### src/rtl/wb_pkg.sv
// Shared types and constants for the writeback port arbiter.
// The optional round-robin arbitration is enabled with the macro WBARB_RR_EN.
package wb_pkg;

    localparam int XLEN    = 32;
    localparam int RAW     = 5;
    localparam int NREG    = 1 << RAW;
    localparam int REQ_ALU = 0;
    localparam int REQ_MEM = 1;

    typedef struct packed {
        logic [RAW-1:0]  rd;
        logic [XLEN-1:0] data;
    } wb_req_t;

    function automatic logic [NREG-1:0] rd_onehot(input logic [RAW-1:0] rd);
        logic [NREG-1:0] v;
        v     = '0;
        v[rd] = 1'b1;
        return v;
    endfunction

endpackage

### src/rtl/wb_fifo.sv
// Small power-of-two FIFO of writeback requests; exposes per-entry valid/rd
// so the parent can build the pending-register mask from registered state.
module wb_fifo
    import wb_pkg::*;
#(
    parameter int DEPTH = 2
) (
    input  logic                      clk,
    input  logic                      rst_n,
    input  logic                      i_push,
    input  wb_req_t                   i_req,
    input  logic                      i_pop,
    output logic                      o_full,
    output logic                      o_empty,
    output wb_req_t                   o_head,
    output logic [DEPTH-1:0]          o_ent_vld,
    output logic [DEPTH-1:0][RAW-1:0] o_ent_rd
);

    localparam int AW = (DEPTH > 1) ? $clog2(DEPTH) : 1;
    localparam logic [AW:0] FULL_CNT = DEPTH[AW:0];

    wb_req_t          r_mem [DEPTH];
    logic [AW-1:0]    r_wr_ptr;
    logic [AW-1:0]    r_rd_ptr;
    logic [AW:0]      r_count;
    logic [DEPTH-1:0] r_vld;

    assign o_full    = (r_count == FULL_CNT);
    assign o_empty   = (r_count == '0);
    assign o_head    = r_mem[r_rd_ptr];
    assign o_ent_vld = r_vld;

    always_comb begin
        for (int i = 0; i < DEPTH; i++) begin
            o_ent_rd[i] = r_mem[i].rd;
        end
    end

    always_ff @(posedge clk) begin
        if (i_push) begin
            r_mem[r_wr_ptr] <= i_req;
        end
    end

    // Push and pop never target the same slot: that needs empty (no pop) or full (no push).
    always_ff @(posedge clk or negedge rst_n) begin
        if (!rst_n) begin
            r_wr_ptr <= '0;
            r_rd_ptr <= '0;
            r_count  <= '0;
            r_vld    <= '0;
        end else begin
            if (i_push) begin
                r_wr_ptr        <= r_wr_ptr + 1'b1;
                r_vld[r_wr_ptr] <= 1'b1;
            end
            if (i_pop) begin
                r_rd_ptr        <= r_rd_ptr + 1'b1;
                r_vld[r_rd_ptr] <= 1'b0;
            end
            case ({i_push, i_pop})
                2'b10:   r_count <= r_count + 1'b1;
                2'b01:   r_count <= r_count - 1'b1;
                default: r_count <= r_count;
            endcase
        end
    end

endmodule

### src/rtl/wb_port_arbiter.sv
// Arbitrates the ALU and load writeback paths onto the single register-file write port.
// Define WBARB_RR_EN for round-robin arbitration; default is fixed priority mem > alu.
module wb_port_arbiter
    import wb_pkg::*;
#(
    parameter int DEPTH = 2
) (
    input  logic            clk,
    input  logic            rst_n,
    input  logic            alu_valid,
    output logic            alu_ready,
    input  logic [RAW-1:0]  alu_rd,
    input  logic [XLEN-1:0] alu_data,
    input  logic            mem_valid,
    output logic            mem_ready,
    input  logic [RAW-1:0]  mem_rd,
    input  logic [XLEN-1:0] mem_data,
    output logic            w_en,
    output logic [RAW-1:0]  wd,
    output logic [XLEN-1:0] wdata,
    output logic [NREG-1:0] pending
);

    logic                      r_ready_en;
    logic                      r_wen;
    logic [RAW-1:0]            r_wd;
    logic [XLEN-1:0]           r_wdata;

    logic [1:0]                w_full;
    logic [1:0]                w_empty;
    logic [1:0]                w_push;
    logic [1:0]                w_grant;
    wb_req_t                   w_head [2];
    wb_req_t                   w_sel;
    logic [DEPTH-1:0]          w_alu_vld;
    logic [DEPTH-1:0]          w_mem_vld;
    logic [DEPTH-1:0][RAW-1:0] w_alu_ent_rd;
    logic [DEPTH-1:0][RAW-1:0] w_mem_ent_rd;
    logic [NREG-1:0]           w_pending;

    // Handshake: a transfer happens on a rising edge with x_valid && x_ready. x_ready is
    // a function of registered FIFO occupancy only, so there is no valid->ready path.
    // Transfers to x0 complete the handshake but are dropped instead of enqueued.
    assign alu_ready = r_ready_en & ~w_full[REQ_ALU];
    assign mem_ready = r_ready_en & ~w_full[REQ_MEM];

    assign w_push[REQ_ALU] = alu_valid & alu_ready & (alu_rd != '0);
    assign w_push[REQ_MEM] = mem_valid & mem_ready & (mem_rd != '0);

    wb_fifo #(.DEPTH(DEPTH)) u_alu_fifo (
        .clk       (clk),
        .rst_n     (rst_n),
        .i_push    (w_push[REQ_ALU]),
        .i_req     ('{rd: alu_rd, data: alu_data}),
        .i_pop     (w_grant[REQ_ALU]),
        .o_full    (w_full[REQ_ALU]),
        .o_empty   (w_empty[REQ_ALU]),
        .o_head    (w_head[REQ_ALU]),
        .o_ent_vld (w_alu_vld),
        .o_ent_rd  (w_alu_ent_rd)
    );

    wb_fifo #(.DEPTH(DEPTH)) u_mem_fifo (
        .clk       (clk),
        .rst_n     (rst_n),
        .i_push    (w_push[REQ_MEM]),
        .i_req     ('{rd: mem_rd, data: mem_data}),
        .i_pop     (w_grant[REQ_MEM]),
        .o_full    (w_full[REQ_MEM]),
        .o_empty   (w_empty[REQ_MEM]),
        .o_head    (w_head[REQ_MEM]),
        .o_ent_vld (w_mem_vld),
        .o_ent_rd  (w_mem_ent_rd)
    );

`ifdef WBARB_RR_EN
    logic r_prio_alu;
    logic w_contend;

    assign w_contend = ~w_empty[REQ_ALU] & ~w_empty[REQ_MEM];

    always_comb begin
        w_grant = '0;
        if (w_contend) begin
            if (r_prio_alu) w_grant[REQ_ALU] = 1'b1;
            else            w_grant[REQ_MEM] = 1'b1;
        end else if (!w_empty[REQ_MEM]) begin
            w_grant[REQ_MEM] = 1'b1;
        end else if (!w_empty[REQ_ALU]) begin
            w_grant[REQ_ALU] = 1'b1;
        end
    end

    // The preference flips only when both requesters actually competed.
    always_ff @(posedge clk or negedge rst_n) begin
        if (!rst_n) begin
            r_prio_alu <= 1'b0;
        end else if (w_contend) begin
            r_prio_alu <= ~r_prio_alu;
        end
    end
`else
    always_comb begin
        w_grant = '0;
        if (!w_empty[REQ_MEM]) begin
            w_grant[REQ_MEM] = 1'b1;
        end else if (!w_empty[REQ_ALU]) begin
            w_grant[REQ_ALU] = 1'b1;
        end
    end
`endif

    assign w_sel = w_grant[REQ_MEM] ? w_head[REQ_MEM] : w_head[REQ_ALU];

    always_ff @(posedge clk or negedge rst_n) begin
        if (!rst_n) begin
            r_ready_en <= 1'b0;
            r_wen      <= 1'b0;
            r_wd       <= '0;
            r_wdata    <= '0;
        end else begin
            r_ready_en <= 1'b1;
            r_wen      <= |w_grant;
            if (|w_grant) begin
                r_wd    <= w_sel.rd;
                r_wdata <= w_sel.data;
            end
        end
    end

    always_comb begin
        w_pending = '0;
        for (int i = 0; i < DEPTH; i++) begin
            if (w_alu_vld[i]) w_pending = w_pending | rd_onehot(w_alu_ent_rd[i]);
            if (w_mem_vld[i]) w_pending = w_pending | rd_onehot(w_mem_ent_rd[i]);
        end
        if (r_wen) w_pending = w_pending | rd_onehot(r_wd);
        w_pending[0] = 1'b0;
    end

    assign w_en    = r_wen;
    assign wd      = r_wd;
    assign wdata   = r_wdata;
    assign pending = w_pending;

endmodule

### config.mk
export PLATFORM = sky130hd
export DESIGN_NAME = wb_port_arbiter
export DESIGN_NICKNAME = d
export VERILOG_FILES = /design/src/rtl/wb_pkg.sv /design/src/rtl/wb_fifo.sv /design/src/rtl/wb_port_arbiter.sv
export SDC_FILE = /design/constraint.sdc
export NUM_CORES = 1
export LEC_CHECK = 0
export ABC_AREA = 1
export BUFFER_PORTS_ARGS = -buffer_cell sky130_fd_sc_hd__buf_4
export CAP_MARGIN = 20
export CORE_MARGIN = 2
export CORE_UTILIZATION = 60
export CTS_BUF_LIST = sky130_fd_sc_hd__clkbuf_2 sky130_fd_sc_hd__clkbuf_4 sky130_fd_sc_hd__clkbuf_8
export CTS_CLUSTER_SIZE = 24
export DETAILED_ROUTE_END_ITERATION = 10
export GPL_TIMING_DRIVEN = 1
export PLACE_DENSITY = 0.84
export SLEW_MARGIN = 20
export SYNTH_ARGS = -nofsm -noshare
export SYNTH_HDL_FRONTEND = slang
export SYNTH_SLANG_ARGS = --single-unit
### constraint.sdc
create_clock -name clk -period 4.65 [get_ports clk]
set_input_delay 0.2325 -clock clk [delete_from_list [all_inputs] [get_ports clk]]
set_output_delay 0.2325 -clock clk [all_outputs]
set_load 0.01 [all_outputs]
### Word level (Yosys, flattened, before mapping)

Memory sizes are Yosys's and may differ from the RTL's.
Cells that the tools add are included.

* word-level logic and storage cells: 117
* memory bits (writable): 148
* ROM bits: 0
* output and inout bits: 72
* bits in registers: 51
* memories: 2
* latch bits: 0

* div/mod/pow operators: 0
* mux-type cells: 37
* add/subtract/negate cells: 8
* bitwise operators: 18
* reductions and logical operators: 16
* eq/ne operators: 6
* shift operators: 0
* multipliers: 0
* magnitude comparators: 18

Memories
* u_alu_fifo.r_mem: words 2, bits a word 37, read ports 3, clocked after Yosys merged registers in 0, wr ports 1, line wb_fifo.sv:23 `wb_req_t r_mem [DEPTH];`
* u_mem_fifo.r_mem: words 2, bits a word 37, read ports 3, clocked after Yosys merged registers in 0, wr ports 1, line wb_fifo.sv:23

Operators with widths (number)
* two-way mux 32 bit: 5
* bitwise OR 32 bit: 4
* two-way mux 37 bit: 1
* < comparator 5 x 6 -> 1 bit, second input constant: 5
* demux 1 bit (select 5 bit): 5
* greater-or-equal comparator 5 x 1 -> 1 bit, second input constant: 5
* two-way mux 1 bit: 16
* nonzero test 5 bit: 2
* logical AND 1 bit: 9
* == test 2 bit, second input constant: 4
* < comparator 1 x 2 -> 1 bit, second input constant: 4
* two-way mux 2 bit: 4
* case mux 2 bit (2 select lines): 2
* AND 1 bit: 6
* adder 1 bit, second input constant: 4
* adder 2 x 1 -> 2 bit, second input constant: 2
* AND 2 bit: 2
* demux 1 bit (select 1 bit): 4
* == test 2 x 1 -> 1 bit, second input constant: 2
* greater-or-equal comparator 1 bit, second input constant: 4
* zero test 2 bit: 2
* inverter 2 bit: 2
* bitwise OR 2 bit: 2
* nonzero test 2 bit: 2
* 3 further kinds: 5

### Depth between registers and ports, before layout

An unclocked memory read counts as a cell.

* depth in word-level cells: 14
* depth in mapped cells: 9
* gate-level depth less buffers: 9

### Cells and area by module

A second synthesis with hierarchy kept.

* cells, all modules: 1055
* area, all modules: 9349.0 um^2

Modules (own cells, without submodules)
* wb_fifo: area an instance 3051.7 um^2, instances 2, cells each 235, sequential area each 2372.3 um^2
* wb_port_arbiter: area an instance 3245.6 um^2, instances 1, cells each 585, sequential area each 975.9 um^2

### Worst setup path before layout

No wires, ideal clock.

* path kind: register to register
* start point: register u_mem_fifo.r_count[0]
* end point: memory u_mem_fifo.r_mem[0][0] in the netlist's numbering, enable pin
* setup time: 0.392 ns
* required time: 4.258 ns
* clock period less this slack: 1.982 ns
* path slack: 2.668 ns
* cell stages (with the launch flop): 7
* arrival: 1.590 ns
* path through: dfrtp_1 > inv_1 > nand2_1 > nand2_1 > nor2_1 > nand3_1 > inv_1

* longest elaborated chain between the ends: 7

RTL lines
* start, declared: line wb_fifo.sv:26 `logic [AW:0] r_count;`
* start signal, assigned: line wb_fifo.sv:63 `2'b10: r_count <= r_count + 1'b1;`
* start signal, assigned: line wb_fifo.sv:64 `2'b01: r_count <= r_count - 1'b1;`
* start signal, assigned: line wb_fifo.sv:65 `default: r_count <= r_count;`
* == test 2 bit: line wb_fifo.sv:29 `assign o_full = (r_count == FULL_CNT);`
* inverter 1 bit: line wb_port_arbiter.sv:45 `assign mem_ready = r_ready_en & ~w_full[REQ_MEM];`
* AND 1 bit: line wb_port_arbiter.sv:45
* AND 1 bit (2 in series): line wb_port_arbiter.sv:48 `assign w_push[REQ_MEM] = mem_valid & mem_ready & (mem_rd != '0);`
* two-way mux 1 bit: line wb_fifo.sv:41 `if (i_push) begin`
* two-way mux 1 bit (implied by the code): line wb_fifo.sv:42 `r_mem[r_wr_ptr] <= i_req;`
* end, declared: line wb_fifo.sv:23

Every way passes these cells.

### Final worst setup path

* start point: register u_mem_fifo.r_count[1]
* end point: register u_alu_fifo.r_count[1]

* longest elaborated chain between the ends: 4
* elaborated cells between the ends (all ways): 6
* classes of those cells: eq/ne (2); mux (2); reduce/logical (2)

RTL lines
* zero test 2 bit (*): line wb_fifo.sv:30 `assign o_empty = (r_count == '0);`
* two-way mux 1 bit (*): line wb_port_arbiter.sv:105 `if (!w_empty[REQ_MEM]) begin`
* via u_alu_fifo.i_pop: line wb_fifo.sv:12 `input logic i_pop,`
* == test 2 x 1 -> 1 bit or == test 2 bit (tied branches): line wb_fifo.sv:62 `case ({i_push, i_pop})`
* case mux 2 bit (2 select lines) or nonzero test 2 bit (tied branches)
* end signal, assigned: line wb_fifo.sv:63
* end signal, assigned: line wb_fifo.sv:64
* end signal, assigned: line wb_fifo.sv:65
* end, declared: line wb_fifo.sv:26

The timed path passes the listed nets; every way through them passes the cells marked *.
A chain may end at the register's enable or synchronous reset.

==> reports/qor.csv <==
stage;metric;value;unit
outcome;status;complete, no violations;
drt;drc;0;
timing;setup_viol;0;
clock_tree;cts_max_level;4;
floorplanning;rows;45;
clock_tree;cts_tree;done;
synth;yosys_warnings;0;
synth;synth_compound_area_share;6.23;%
placement;dpl.hpwl;16.7;mm
timing;period_share;61.0;%
drt;firstDrtPassIters;6;
synth;synthDominantCellAreaShare;48.7;%
finish;nets;1273;
worst_setup_path;crit_fanout;39;
grt;grt_pass1_vias;7852;
grt;grt.total_usage;33.9;%
drt;first_iter_violations;863;
pwr;ir_drop;0.000423;V
synth;synth_seq_cells;199;
worst_setup_path;crit_type;register to register;
floorplanning;design.die.area;16200;µm²
timing;fmax;353;MHz
synth;synth.area.top_cells;edfxtp_1, dfrtp_1, nand2_1;
pwr;leakagePower;5.02;nW
synth;syn_avg_cell_area;9.32;µm²
clock_tree;cts-root-buf;clkbuf_8;
synth;synth_area_leader_cell;edfxtp_1;
timing;relSlewSlack;27.5;%
synth;syn_inst;978;
job;cap_violations;0;
clock_tree;numCtsBuffers;17;
clock_tree;cts.sinks;199;
synth;synth_xor_xnor_area_share;0.480;%
floorplanning;ios;150;
grt;grt_pass1_wl;41.3;mm
finish;area_growth;26.0;%
worst_setup_path;arrival;3170;ps
drt;wl_per_cell;19.2;µm
timing;slew_violations;0;
clock_tree;clock_latency;460;ps
grt;overflow;0;
timing;clock_skew;20.4;ps
timing;finalHoldViolCount;0;
synth;syn_nets;1058;
timing;rsz0062_at_grt;no;
timing;tightest_slew;1080;ps
synth;synth_top_family_by_area;simple AND/OR/NAND/NOR gates;
synth;yosys.area_share.simple;25.1;%
synth;syn-cell-area;9120;µm²
synth;yosys.area_share.adder;0.274;%
synth;synthDistinctLibCells;29;
floorplanning;core_area;15000;µm²
finish;drive_gt1_share;16.0;%
worst_setup_path;end_kind;register;
finish;diodes;0;
synth;ys_seq_area_share;62.7;%
floorplanning;initial_core_util;60.7;%
hold_path;hold_class;input port to register;
drt;ant_nets;0;
drt;via_per_inst;5.69;
clock_tree;path_clk_slew;90;ps
drt;vias;7924;
placement;place_congestion;0.954;
timing;fin_tns_setup;0;ps
floorplanning;die_h;127;µm
floorplanning;die_x;127;µm
placement;placed_cells;1287;
finish;num-fill-cells;962;
finish;fin_cells;1393;
pwr;p_per_area;534;nW/µm²
placement;io_buffers;148;
worst_setup_path;crit_path_start_kind;register;
grt;antenna_found_initial;0;
clock_tree;clockBufferDepth;2;
clock_tree;ctsHoldBuffers;75;
grt;grt_max_degree;66;
worst_setup_path;cp.required;4980;ps
clock_tree;cts_resized;0;
timing;period_needed;2830;ps
synth;muxShareOfSynthArea;0;%
clock_tree;post_cts_buffers;0;
drt;totalWireLength;26.7;mm
## logic make-up after synthesis
| kind of cell | after synthesis |
|---|---|
| other | 2 |
| AOI/OAI and AO/OA | 96 |
| buffers and inverters | 110 |
| and+or+nand+nor | 564 |
| adders and majority gates | 2 |
| xor gates and xnor gates | 5 |
| DFF | 199 |
## sequential cells by signal (all words and copies together), names as in the netlist
signal,cells
r_ready_en,1
u_mem_fifo.r_wr_ptr,1
u_alu_fifo.r_rd_ptr,1
wd,5
u_alu_fifo.o_ent_vld,2
u_alu_fifo.r_count,2
u_mem_fifo.r_rd_ptr,1
u_mem_fifo.r_mem,74
w_en,1
u_alu_fifo.r_mem,74
u_mem_fifo.r_count,2
wdata,32
u_alu_fifo.r_wr_ptr,1
u_mem_fifo.o_ent_vld,2
## metal layers
layer	track usage, %	vias to the layer above	routed length (µm)
li1	-	3667	-
met1	42.3	3750	9990
met2	58.4	449	13800
met3	4.86	58	1910
met4	16.7	0	1030
met5	0	-	0
## cell type report
cell class	count	area (µm²)	area share (%)
Multi-Input combinational cell	669	2940	25.6
Inverter	77	289	2.52
Tap cell	188	235	2.05
Clock inverter	12	150	1.31
Timing Repair Buffer	229	1910	16.6
Clock buffer	19	249	2.17
Sequential cell	199	5720	49.8
## final timing paths
path,start,to,slack [ps],cells after the start
min in group asynchronous,rst_n,wdata[6],410,2
min,mem_valid,u_mem_fifo.o_ent_vld[1],190,5
max,u_mem_fifo.r_count[1],u_alu_fifo.r_count[1],1820,7
max in group asynchronous,rst_n,u_alu_fifo.r_rd_ptr,3690,2
max reg2reg,u_mem_fifo.r_count[1],u_alu_fifo.r_count[1],1820,7
min reg2reg,u_alu_fifo.r_wr_ptr,u_alu_fifo.r_wr_ptr,510,2
## cell usage in the layout, fill, tap and decap left out, types with 2 or more instances in the layout
cell,Yosys,routed
nand3_1,92,92
o211ai_1,25,25
clkbuf_8,0,17
nand2_1,245,245
a21oi_1,15,15
clkbuf_4,0,2
nand3b_1,2,2
a31oi_1,20,20
clkinv_2,0,2
ha_1,2,2
edfxtp_1,148,148
inv_1,75,75
conb_1,2,2
clkinv_1,0,2
clkinv_4,0,2
dfrtp_1,51,50
nor2_1,208,208
bufinv_16,0,3
xnor2_1,4,4
nor3_1,9,9
o21ai_0,24,24
o21ai_1,12,12
dlygate4sd3_1,0,75
inv_2,2,2
buf_4,1,154
inv_6,0,2
nor3_2,3,3
## through the flow
| step | instance area, µm² | power (W) | hold WS (ps) | setup WS (ps) | util [%] |
|---|---|---|---|---|---|
| floorplan | 9120 | 0.00398 | -63.1 | 2670 | - |
| global placement | 10300 | 0.00482 | 309 | 2070 | 68.7 |
| global route | 11500 | 0.00647 | 234 | 1670 | 76.4 |
| detailed placement | 10300 | 0.00490 | 318 | 1930 | 68.7 |
| CTS | 11500 | 0.00606 | 162 | 1850 | 76.4 |
| finish | 11500 | 0.00614 | 185 | 1820 | 76.4 |
## worst max-delay path, cell delays in order, from the launching register on
cell and delay, ps:
dfrtp_1 460, nor2_4 670, inv_2 510, nor2_1 340, ha_1 300, a21oi_1 130, o21ai_0 130, xnor2_1 160
## cell usage after synthesis (all sizes together)
cell	n
nand2	246
nor2	210
edfxtp	148
nand3	92
inv	77
dfrtp	51
o21ai	36
buf	27
o211ai	25
a31oi	20
a21oi	15
nor3	12
clkbuf	6
xnor2	4
conb	2
ha	2
nand3b	2
nand4	1
or2	1
xor2	1
## power by group
part / leakage [nW] / switching (W) / internal (W)
Sequential: 1.96 / 0.000345 / 0.00232
Clock: 0.202 / 0.000589 / 0.000541
Combinational: 2.85 / 0.00151 / 0.000834
No activity file was read; power rests on OpenSTA's default activity.
